### src/rtl/pps_measure.sv
// pps_measure: measures period, low width and count of an async active-low pulse train; optional glitch filter via PPS_GLITCH_FILT_EN
module pps_measure #(
  parameter int CNT_W       = 32,
  parameter int NOM_CYC     = 14410,
  parameter int TOL_CYC     = 4,
  parameter int TIMEOUT_CYC = 28820,
  parameter int LOCK_N      = 3,
  parameter int FILT_LEN    = 4
) (
  input  logic             aclk,
  input  logic             aresetn,
  input  logic             en_i,
  input  logic             pps_in,
  output logic [CNT_W-1:0] period_o,
  output logic [CNT_W-1:0] width_o,
  output logic [CNT_W-1:0] pulse_cnt_o,
  output logic             meas_valid_o,
  output logic             lost_o,
  output logic             locked_o
);
  typedef enum logic [1:0] {S_IDLE, S_LOW, S_HIGH, S_LOST} state_t;
  localparam int LW = $clog2(LOCK_N + 1);
  localparam logic [CNT_W-1:0] TO_LAST = CNT_W'(TIMEOUT_CYC - 1);
  localparam logic [CNT_W-1:0] LO_LIM = CNT_W'(NOM_CYC - TOL_CYC);
  localparam logic [CNT_W-1:0] HI_LIM = CNT_W'(NOM_CYC + TOL_CYC);
  localparam logic [LW-1:0] LOCK_MAX = LW'(LOCK_N);

  if (FILT_LEN < 1) begin : g_bad_filt
    $error("FILT_LEN must be at least 1");
  end

  state_t           state;
  logic             s1, s2, pps_f, pps_d;
  logic [CNT_W-1:0] per_cnt, wid_cnt, wid_hold, per_meas;
  logic [LW-1:0]    lock_cnt, lock_nxt;
  logic             fall, rise, timeout, in_tol;

  function automatic logic [CNT_W-1:0] sat_inc(input logic [CNT_W-1:0] v);
    return &v ? v : v + 1'b1;
  endfunction

  // two-flop synchroniser plus previous-sample register for edge detection
  always_ff @(posedge aclk) begin
    if (!aresetn) begin
      s1    <= 1'b1;
      s2    <= 1'b1;
      pps_d <= 1'b1;
    end else begin
      s1    <= pps_in;
      s2    <= s1;
      pps_d <= pps_f;
    end
  end

`ifdef PPS_GLITCH_FILT_EN
  localparam int FW = $clog2(FILT_LEN + 1);
  logic [FW-1:0] fcnt;
  // follow the synchronised level only once it has held for FILT_LEN cycles
  always_ff @(posedge aclk) begin
    if (!aresetn) begin
      pps_f <= 1'b1;
      fcnt  <= '0;
    end else if (s2 == pps_f) begin
      fcnt <= '0;
    end else if (fcnt == FW'(FILT_LEN - 1)) begin
      pps_f <= s2;
      fcnt  <= '0;
    end else begin
      fcnt <= fcnt + 1'b1;
    end
  end
`else
  assign pps_f = s2;
`endif

  assign fall     = pps_d & ~pps_f;
  assign rise     = ~pps_d & pps_f;
  assign timeout  = (state != S_LOST) && (per_cnt >= TO_LAST);
  assign per_meas = sat_inc(per_cnt);
  assign in_tol   = (per_meas >= LO_LIM) && (per_meas <= HI_LIM);
  assign lock_nxt = !in_tol ? '0 : (lock_cnt == LOCK_MAX) ? lock_cnt : lock_cnt + 1'b1;

  // measurement state machine; a fall outranks a timeout, disable outranks everything
  always_ff @(posedge aclk) begin
    if (!aresetn) begin
      state        <= S_IDLE;
      per_cnt      <= '0;
      wid_cnt      <= '0;
      wid_hold     <= '0;
      lock_cnt     <= '0;
      period_o     <= '0;
      width_o      <= '0;
      pulse_cnt_o  <= '0;
      meas_valid_o <= 1'b0;
      lost_o       <= 1'b0;
      locked_o     <= 1'b0;
    end else if (!en_i) begin
      state        <= S_IDLE;
      per_cnt      <= '0;
      wid_cnt      <= '0;
      lock_cnt     <= '0;
      meas_valid_o <= 1'b0;
      lost_o       <= 1'b0;
      locked_o     <= 1'b0;
    end else begin
      meas_valid_o <= 1'b0;
      per_cnt      <= sat_inc(per_cnt);
      if (state == S_LOW) wid_cnt <= sat_inc(wid_cnt);
      if (fall && state != S_LOW) begin
        state   <= S_LOW;
        per_cnt <= '0;
        wid_cnt <= '0;
        lost_o  <= 1'b0;
        if (state == S_HIGH) begin
          period_o     <= per_meas;
          width_o      <= wid_hold;
          meas_valid_o <= 1'b1;
          pulse_cnt_o  <= pulse_cnt_o + 1'b1;
          lock_cnt     <= lock_nxt;
          locked_o     <= lock_nxt == LOCK_MAX;
        end
      end else if (timeout) begin
        state    <= S_LOST;
        lost_o   <= 1'b1;
        locked_o <= 1'b0;
        lock_cnt <= '0;
      end else if (state == S_LOW && rise) begin
        wid_hold <= sat_inc(wid_cnt);
        state    <= S_HIGH;
      end
    end
  end
endmodule

### config.mk
export PLATFORM = sky130hd
export DESIGN_NAME = pps_measure
export DESIGN_NICKNAME = d
export VERILOG_FILES = /design/src/rtl/pps_measure.sv
export SDC_FILE = /design/constraint.sdc
export NUM_CORES = 1
export LEC_CHECK = 0
export ABC_AREA = 1
export CAP_MARGIN = 20
export CORE_ASPECT_RATIO = 1.25
export CORE_MARGIN = 2
export CORE_UTILIZATION = 55
export CTS_CLUSTER_DIAMETER = 80
export DETAILED_ROUTE_END_ITERATION = 7
export PLACE_DENSITY = 0.78
export SETUP_SLACK_MARGIN = 0.5
export SYNTH_ARGS = -nofsm -noshare
export SYNTH_HDL_FRONTEND = slang
export SYNTH_SLANG_ARGS = --single-unit
### constraint.sdc
create_clock -name aclk -period 4.31 [get_ports aclk]
set_clock_uncertainty 0.1 [all_clocks]
set_input_delay 0.862 -clock aclk [delete_from_list [all_inputs] [get_ports aclk]]
set_output_delay 0.862 -clock aclk [all_outputs]
set_load 0.01 [all_outputs]
# After elaboration in Yosys (flattened, before gate mapping)
# Index checks and enable logic that the tools add are counted.
dict set report classes {
  div 0
  mux 14
  n_bitwise 8
  n_reduce_logical 15
  n_mul 0
  shifts 0
  order_cmp 3
  n_eq_ne 7
  addsub 4
}
# operator count
set ops {}
lappend ops {{$add 32x1->32 const B} 3}
lappend ops {{$mux 32} 2}
lappend ops {{$reduce_and 32->1} 2}
lappend ops {{$ge 32x14->1 const B} 1}
lappend ops {{$ge 32x15->1 const B} 1}
lappend ops {{$le 32x14->1 const B} 1}
lappend ops {{$mux 2} 7}
lappend ops {{$eq 2x2->1 const B} 3}
lappend ops {{$not 1->1} 6}
lappend ops {{$reduce_and 3->1} 2}
lappend ops {{$mux 1} 5}
lappend ops {{$logic_and 1x1->1} 4}
lappend ops {{$ne 2x1->1 const B} 2}
lappend ops {{$reduce_and 2->1} 2}
lappend ops {{$reduce_and 4->1} 1}
lappend ops {{$reduce_bool 2->1} 2}
lappend ops {{$reduce_bool 3->1} 1}
lappend ops {{$reduce_or 3->1} 1}
lappend ops {{$add 2x1->2 const B} 1}
lappend ops {{$and 1x1->1} 2}
lappend ops {{$eq 2x1->1 const B} 1}
lappend ops {{$ne 2x2->1 const B} 1}
dict set report totals {
  regBits 202
  input_bits 4
  mem_count 0
  romBits 0
  latchBits 0
  elab_cells 66
  ram_bits 0
}

# Longest topological paths before layout
# Gate-level depths: netlist (run 1).
dict set report depth {
  word_depth 8
  depth_mapped 15
  mapped_depth_nobuf 15
}

# Worst setup path after synthesis (run 1)
# Ideal clock, no wire load.
dict set report synth_timing {
  path_type {input-to-reg}
  startpoint {input en_i}
  endpoint {register pulse_cnt_o[30]}
  t_arrival_ns 2.075
  required_ns 4.095
  cell_stages 11
  path_slack_ns 2.020
  setup_time_ns 0.115
  cell_sequence {inv_1 nor2_1 buf_4 nand2_1 nor2_2 nand3_1 nor3_2 nand2_1 nor2_1 a21oi_1 o21a_1}
}
dict set report synth_between {
  elab_chain_len 1
}
# element line_no
set synth_lines {}
lappend synth_lines {{start: declaration} 12} ;# input logic en_i,
lappend synth_lines {{$reduce_and 3->1 (no source line)} -}
lappend synth_lines {{end signal: assignment} 118} ;# pulse_cnt_o <= pulse_cnt_o + 1'b1;
lappend synth_lines {{end: declaration} 16} ;# output logic [CNT_W-1:0] pulse_cnt_o,
# Every way passes these cells.
# A chain may end at the register's enable or synchronous reset.

# Worst setup path in the final report (run 1)
dict set report layout_timing {
  startpoint {register per_cnt[0]}
  endpoint {register locked_o}
}
dict set report layout_between {
  elab_chain_len 8
  elab_cells_between_ends 14
  classes_between {1 x add/sub; 3 x order compare; 1 x eq/ne; 4 x mux; 5 x reduce/logical}
}
# element line_no
set layout_lines {}
lappend layout_lines {{start: declaration} 34} ;# logic [CNT_W-1:0] per_cnt, wid_cnt, wid_hold, per_meas;
lappend layout_lines {{start signal: assignment} 107} ;# per_cnt <= sat_inc(per_cnt);
lappend layout_lines {{$add 32x1->32 / $reduce_and 32->1 (equally long branches)} 39} ;# return &v ? v : v + 1'b1;
lappend layout_lines {{$mux 32} -}
lappend layout_lines {{$ge 32x14->1 / $le 32x14->1 (equally long branches)} 80} ;# assign in_tol = (per_meas >= LO_LIM) && (per_meas <= HI_LIM);
lappend layout_lines {{$logic_and 1x1->1} 80}
lappend layout_lines {{$mux 2} 81} ;# assign lock_nxt = !in_tol ? '0 : (lock_cnt == LOCK_MAX) ? lock_cnt : lock_cnt + 1'b1;
lappend layout_lines {{$eq 2x2->1} 120} ;# locked_o <= lock_nxt == LOCK_MAX;
lappend layout_lines {{$mux 1} 114} ;# if (state == S_HIGH) begin
lappend layout_lines {{$mux 1} 109} ;# if (fall && state != S_LOW) begin
lappend layout_lines {{end signal: assignment} 96} ;# locked_o <= 1'b0;
lappend layout_lines {{end signal: assignment} 120}
lappend layout_lines {{end signal: assignment} 125} ;# locked_o <= 1'b0;
lappend layout_lines {{end: declaration} 19} ;# output logic locked_o
# Parallel ways exist; a longest one is shown, timed or not. The select of a mux whose other input is x is not followed.

==> run_results.csv, run 1 <==
group,metric,value,unit
critical_path,critical_path.max_stage_delay,0.39,ns
critical_path,crit_path_max_fanout,28,
floorplanning,die_area,0.0183,sq mm
final_layout,layout-drive-gt1-share,0.0574,
critical_path,critPathCaptureType,"flip-flop",
timing,max_freq,0.339,GHz
final_layout,fillerInstances,1523,
placed_design,dpl.hpwl,19100,microns
timing,tns,0,ns
timing,post-route-worst-setup-slack,1.36,ns
logic_synthesis,synth_edf_count,0,
clock_tree,inserted_clock_buffers,21,
power,p_sw_frac,0.218,
clock_tree,tritoncts,"done",
final_layout,fin_cells,1701,
floorplanning,die_y,151,microns
timing,worst-slew-pin-transition,0.848,ns
final_layout,seq_area,0.00404,sq mm
power,clock_power_share,0.475,
global_route,grt-ovfl-total,0,
timing,setup_violation_total_in_the_final_timing_report,0,
timing,hold_violations,0,
run,timing.max_cap.violations,0,
floorplanning,chipWidth,122,microns
global_route,grt_pass1_wl,42700,microns
critical_path,worstPathCellList,"ha_1 > inv_2 > nor2_2 > nand2_2 > nor2_4 > nand2_4 > inv_1 > nor2_1 > nand2_1 > nor2_1 > nand3_1 > nor2_2 > nand4_1 > a21oi_1",
power,total_power,3.71,mW
timing,final-max-slew-violation-count,0,
power,power.combinational.fraction,0.019,
placed_design,place_ws,1.16,ns
logic_synthesis,ys_seq_area_frac,0.426,
clock_tree,htree_levels,1,
timing,timing.hold.ws,0.343,ns
clock_tree,clkSlewWorstSetupHoldPaths,0.06,ns
global_route,number_of_global_route_vias_before_repair,8772,
critical_path,cpLargestDelayFamily,"simple AND/OR/NAND/NOR gates",
logic_synthesis,netlist_top_cells_area,"dfxtp_1 43%, nand2_1 11%, nor2_1 9.1%",
logic_synthesis,yosysWarningCount,0,
placed_design,placement.io_buffers,102,
critical_path,reg2reg_depth,14,
floorplanning,initial_core_util,0.564,
detailed_routing,avgViaCountPerCell,5.37,
power,power.static_leakage,4.72,nW
clock_tree,cts.root.buffer_cell,"clkbuf_16",
placed_design,cell_count_after_placement,1664,
detailed_routing,drt_pre_antenna_iters,5,
detailed_routing,postRouteWirelength,26900,microns
worst_hold_path,hold_wc_path_type,"reg -> reg",
critical_path,criticalPathCategory,"reg -> reg",
logic_synthesis,post_synth.cell_area_avg,6.86,sq um
critical_path,r2r-start,"per_cnt[0]",
clock_tree,number_of_setup_buffers_added_after_cts,0,
floorplanning,placement_rows,53,
clock_tree,ctsResizeCount,0,
critical_path,cp-start-kind,"flip-flop",
logic_synthesis,synth_area,0.00950,sq mm
timing,final.period_utilization,0.684,
clock_tree,clock_tree.buffer_depth,3,
critical_path,arrival,3.28,ns
logic_synthesis,synth_nets,1392,
logic_synthesis,post_synth_inst_count,1385,
logic_synthesis,post-synth-top-area-fraction,0.426,
logic_synthesis,netlist_top_cells_count,"276 x nand2_1, 231 x nor2_1, 202 x dfxtp_1",
clock_tree,cts_hold_buf,0,
critical_path,worst_path_max_delay_cell,"dfxtp_1",
logic_synthesis,yosys.cell_count.top_type,"nand2_1",
global_route,grt_usage,0.291,
timing,post-route-min-period,2.95,ns
logic_synthesis,ys_dominant_reg_cell,"dfxtp_1",
detailed_routing,drt_iter0_drcs,614,
floorplanning,ioPinCount,103,
logic_synthesis,synth_cell_types,39,
clock_tree,clock-sinks,202,
timing,rsz0062_at_grt,"no",
clock_tree,clock_latency,0.51,ns
critical_path,critical_path.endpoint,"locked_o",
critical_path,path_buf_inv,2,
final_layout,multi_input_area,0.00456,sq mm
critical_path,r2r_slack,1.36,ns
final_layout,fin_nets,1474,
critical_path,timing.critical_path.required,4.64,ns
detailed_routing,vias,9136,
timing,max-slew-margin-rel,0.434,
detailed_routing,remaining_drc_errors,0,
critical_path,r2r_end,"locked_o",
power,seqPwrFrac,0.506,
run_status,status,"complete, no violations",
floorplanning,coreArea,0.0168,sq mm
critical_path,startpoint,"per_cnt[0]",
final_layout,diode_insertion_count_for_antenna_repair,0,
power,p_sw,0.810,mW
power,power_density,328,mW/mm^2
final_layout,area_growth,19.0,%
logic_synthesis,ys_seq_elements,202,
power,intPower,2.90,mW
global_route,antenna_found_initial,0,
global_route,grt_start_max_net_pins,69,
placed_design,gpl.final_weighted_congestion,1.00,
detailed_routing,drtAntennaViolNets,0,
logic_synthesis,synth.largest_area_cell,"dfxtp_1",
detailed_routing,route.detailed.wl_per_inst,15.8,microns
critical_path,critical_path_cell_count,14,
logic_synthesis,share_of_flip_flops_with_an_asynchronous_set_or_reset_after_synthesis,0,
power,vdd_drop_max,0.343,mV
-- kinds of logic (layout without fill, tap and decap cells) --
family          Yosys count  in the layout  share of synthesized area
simple gates            676            676                      0.307
compound gates          236            236                      0.135
buf+inv                 233            329                     0.0952
flops                   202            202                      0.426
xor+xnor                 35             35                     0.0331
fa+ha+maj                 3              3                    0.00395
-- routing by layer --
| metal | up-vias | wire length (microns) | global-route usage |
|---|---|---|---|
| met4 | 0 | 1490 | 0.164 |
| li1 | 4592 | - | - |
| met2 | 258 | 13800 | 0.542 |
| met3 | 84 | 1120 | 0.0361 |
| met5 | - | 0 | 0 |
| met1 | 4202 | 10500 | 0.315 |
-- state kept, by name, indices dropped and copies added, names as in the netlist --
register	count
wid_cnt	32
width_o	32
lock_cnt	2
lost_o	1
s1	1
per_cnt	32
pps_d	1
state	2
pps_f	1
meas_valid_o	1
period_o	32
wid_hold	32
pulse_cnt_o	32
locked_o	1
-- cell usage in the layout, fill, tap and decap left out, drive strengths merged --
cell             n
buf             10
or2              9
nor4            12
dfxtp          202
inv            181
clkinv           6
o21ai          119
o21a             3
nor2           244
a211oi           8
clkinvlp         2
nand4           23
ha               3
nand2          283
nand3b           9
bufinv           1
a31oi           15
nand3           61
xnor2           10
o31ai            2
clkbuf          28
nor2b            1
clkdlybuf4s50  101
and3             1
o211ai          15
a21oi           68
nor3            33
xor2            25
o21bai           6
-- worst min-delay path by stage --
| stage | startpoint | endpoint | cells after the start |
|---|---|---|---|
| after floorplan | s1 | pps_f | 1 |
| after global placement | s1 | pps_f | 1 |
| after detailed placement | s1 | pps_f | 1 |
| after CTS | s1 | pps_f | 1 |
| after global routing | s1 | pps_f | 1 |
| final | s1 | pps_f | 1 |
-- power by group through the flow --
stage | clock (mW) | sequential [mW] | combinational [mW]
2_1_floorplan | 0 | 1.92 | 0.0485
3_3_place_gp | 0 | 1.92 | 0.0673
3_5_place_dp | 0 | 1.92 | 0.0681
4_1_cts | 1.80 | 1.88 | 0.0688
5_1_grt | 1.88 | 1.88 | 0.0761
6_report | 1.76 | 1.88 | 0.0688
-- area by class of cell --
class                   instances  share of cell area
inverters                     181              0.0601
clock inverters                 9             0.00730
flip-flops and latches        202               0.358
repair buffers                111              0.0958
multi-input cells             950               0.403
well taps                     220              0.0243
clock buffers                  28              0.0515
-- metrics by stage --
step	utilization	area, sq um
final	0.671	11300
after global routing	0.671	11300
after CTS	0.671	11300
after detailed placement	0.632	10600
after global placement	0.632	10600
after floorplan	-	9500
Power figures use the tool's default switching activity.
==> run 2, diff against run 1 <==
==> constraint.sdc (replaced) <==
create_clock -name aclk -period 2.75 [get_ports aclk]
set_clock_uncertainty 0.1 [all_clocks]
set_input_delay 0.55 -clock aclk [delete_from_list [all_inputs] [get_ports aclk]]
set_output_delay 0.55 -clock aclk [all_outputs]
set_load 0.01 [all_outputs]
==> run_results.csv, run 2 (synthesis gave the netlist of run 1 again) <==
group,metric,value,unit
run_status,status,"complete, no violations",
detailed_routing,remaining_drc_errors,0,
placed_design,dpl.hpwl,19300,microns
worst_hold_path,hold-path-cell-count,3,
final_layout,layout_common_cells,"255 x nand2_1, 196 x nor2_1, 172 x dfxtp_1",
placed_design,total_cell_area_at_the_placement_stage,0.0108,sq mm
global_route,number_of_global_route_vias_before_repair,9308,
timing,post-route-min-period,2.27,ns
timing,setup_violation_total_in_the_final_timing_report,0,
critical_path,cp-start-kind,"flip-flop",
power,power.static_leakage,5.40,nW
detailed_routing,drtAntennaViolNets,0,
final_layout,fillerInstances,1320,
placed_design,gpl.final_weighted_congestion,1.00,
clock_tree,clock_tree.buffer_depth,3,
floorplanning,die_area,0.0183,sq mm
final_layout,multi_input_area,0.00511,sq mm
critical_path,crit_path_max_fanout,6,
global_route,grt_start_max_net_pins,66,
global_route,grt-ovfl-total,0,
timing,final.period_utilization,0.826,
global_route,antenna_found_initial,1,
critical_path,reg2reg_depth,14,
clock_tree,htree_levels,1,
run,timing.max_cap.violations,0,
timing,max_freq,0.440,GHz
critical_path,critPathCaptureType,"flip-flop",
final_layout,layout-drive-gt1-share,0.177,
floorplanning,ioPinCount,103,
floorplanning,chipWidth,122,microns
final_layout,final_common_cell,"nand2_1",
timing,rsz0062_at_grt,"yes",
final_layout,seq_area,0.00409,sq mm
detailed_routing,drt_iter0_drcs,738,
clock_tree,clock_latency,0.50,ns
detailed_routing,vias,9816,
floorplanning,initial_core_util,0.564,
floorplanning,coreArea,0.0168,sq mm
detailed_routing,route.detailed.wl_per_inst,16.7,microns
timing,tns,0,ns
clock_tree,tritoncts,"done",
clock_tree,clkSlewWorstSetupHoldPaths,0.06,ns
global_route,grt_pass1_wl,44900,microns
final_layout,final_non_filler_cell_area,0.0127,sq mm
timing,worst-slew-pin-transition,0.578,ns
critical_path,criticalPathCategory,"reg -> reg",
placed_design,placement.io_buffers,102,
timing,final-max-slew-violation-count,0,
detailed_routing,postRouteWirelength,29600,microns
timing,hold_violations,0,
floorplanning,placement_rows,53,
critical_path,timing.critical_path.required,3.08,ns
power,vdd_drop_max,0.513,mV
final_layout,area_growth,33.2,%
detailed_routing,drt_pre_antenna_iters,6,
timing,max-slew-margin-rel,0.612,
clock_tree,clock-sinks,202,
power,power_density,500,mW/mm^2
worst_hold_path,hold_wc_path_type,"in -> reg",
detailed_routing,avgViaCountPerCell,5.56,
final_layout,fin_nets,1539,
floorplanning,die_y,151,microns
critical_path,arrival,2.60,ns
global_route,grt_usage,0.306,
clock_tree,cts.root.buffer_cell,"clkbuf_16",
clock_tree,inserted_clock_buffers,22,
-- run 2: layer usage --
| layer | vias to the layer above | share of wire | GRT usage |
|---|---|---|---|
| li1 | 4734 | - | - |
| met1 | 4623 | 0.37 | 0.337 |
| met2 | 350 | 0.53 | 0.565 |
| met4 | 0 | 0.053 | 0.172 |
| met3 | 109 | 0.047 | 0.0388 |
| met5 | - | 0 | 0 |
-- run 2: per-stage QoR --
step | instances | hold WS [ns] | utilization | total power [mW] | worst slack (ns)
detailed placement | 1688 | 0.328 | 0.643 | 3.12 | 0.0721
floorplan | 1385 | 0.293 | - | 3.08 | 0.636
CTS | 1741 | 0.294 | 0.715 | 6.35 | 0.474
finish | 1767 | 0.306 | 0.751 | 6.32 | 0.479
global placement | 1688 | 0.320 | 0.643 | 3.11 | 0.110
global route | 1767 | 0.309 | 0.751 | 6.50 | 0.329
-- run 2: timing repair --
| item | CTS | global route |
|---|---|---|
| hold buffers | 0 | 0 |
| endpoints found under the setup margin | 51 | 95 |
| setup buffers | 12 | 24 |
| pin swaps | 15 | 47 |
| cloned | 3 | 1 |
| resized for setup | 81 | 116 |
-- run 2: power by group --
part / switching (mW) / internal (mW)
Combinational: 0.0884 / 0.0333
Clock: 1.21 / 2.06
Sequential: 0.00891 / 2.93
-- run 2: area by class of cell --
class                   count  share of cell area
inverters                 181              0.0550
repair buffers            172               0.129
flip-flops and latches    202               0.323
clock buffers              28              0.0486
repair inverters            3             0.00237
clock inverters            10              0.0152
well taps                 220              0.0218
multi-input cells         950               0.404
diodes                      1            0.000198
-- run 2: critical path: stages, from the launching register on --
cell,delay [ns]
dfxtp_4,0.36
ha_4,0.19
inv_4,0.07
nor2_4,0.04
nand2_2,0.09
nor2_4,0.05
nand2_4,0.12
clkinvlp_4,0.21
nor2_2,0.24
nand2_1,0.09
nor2_2,0.15
nand3_4,0.09
nor2_4,0.15
nand4_1,0.10
a21oi_1,0.15
-- run 2: final timing paths --
kind                                 start      endpoint  slack, ns
worst max-delay path            per_cnt[1]      locked_o       0.48
worst min register to register      lost_o        lost_o       0.36
worst min-delay path               aresetn  wid_hold[26]       0.31
worst max register to register  per_cnt[1]      locked_o       0.48
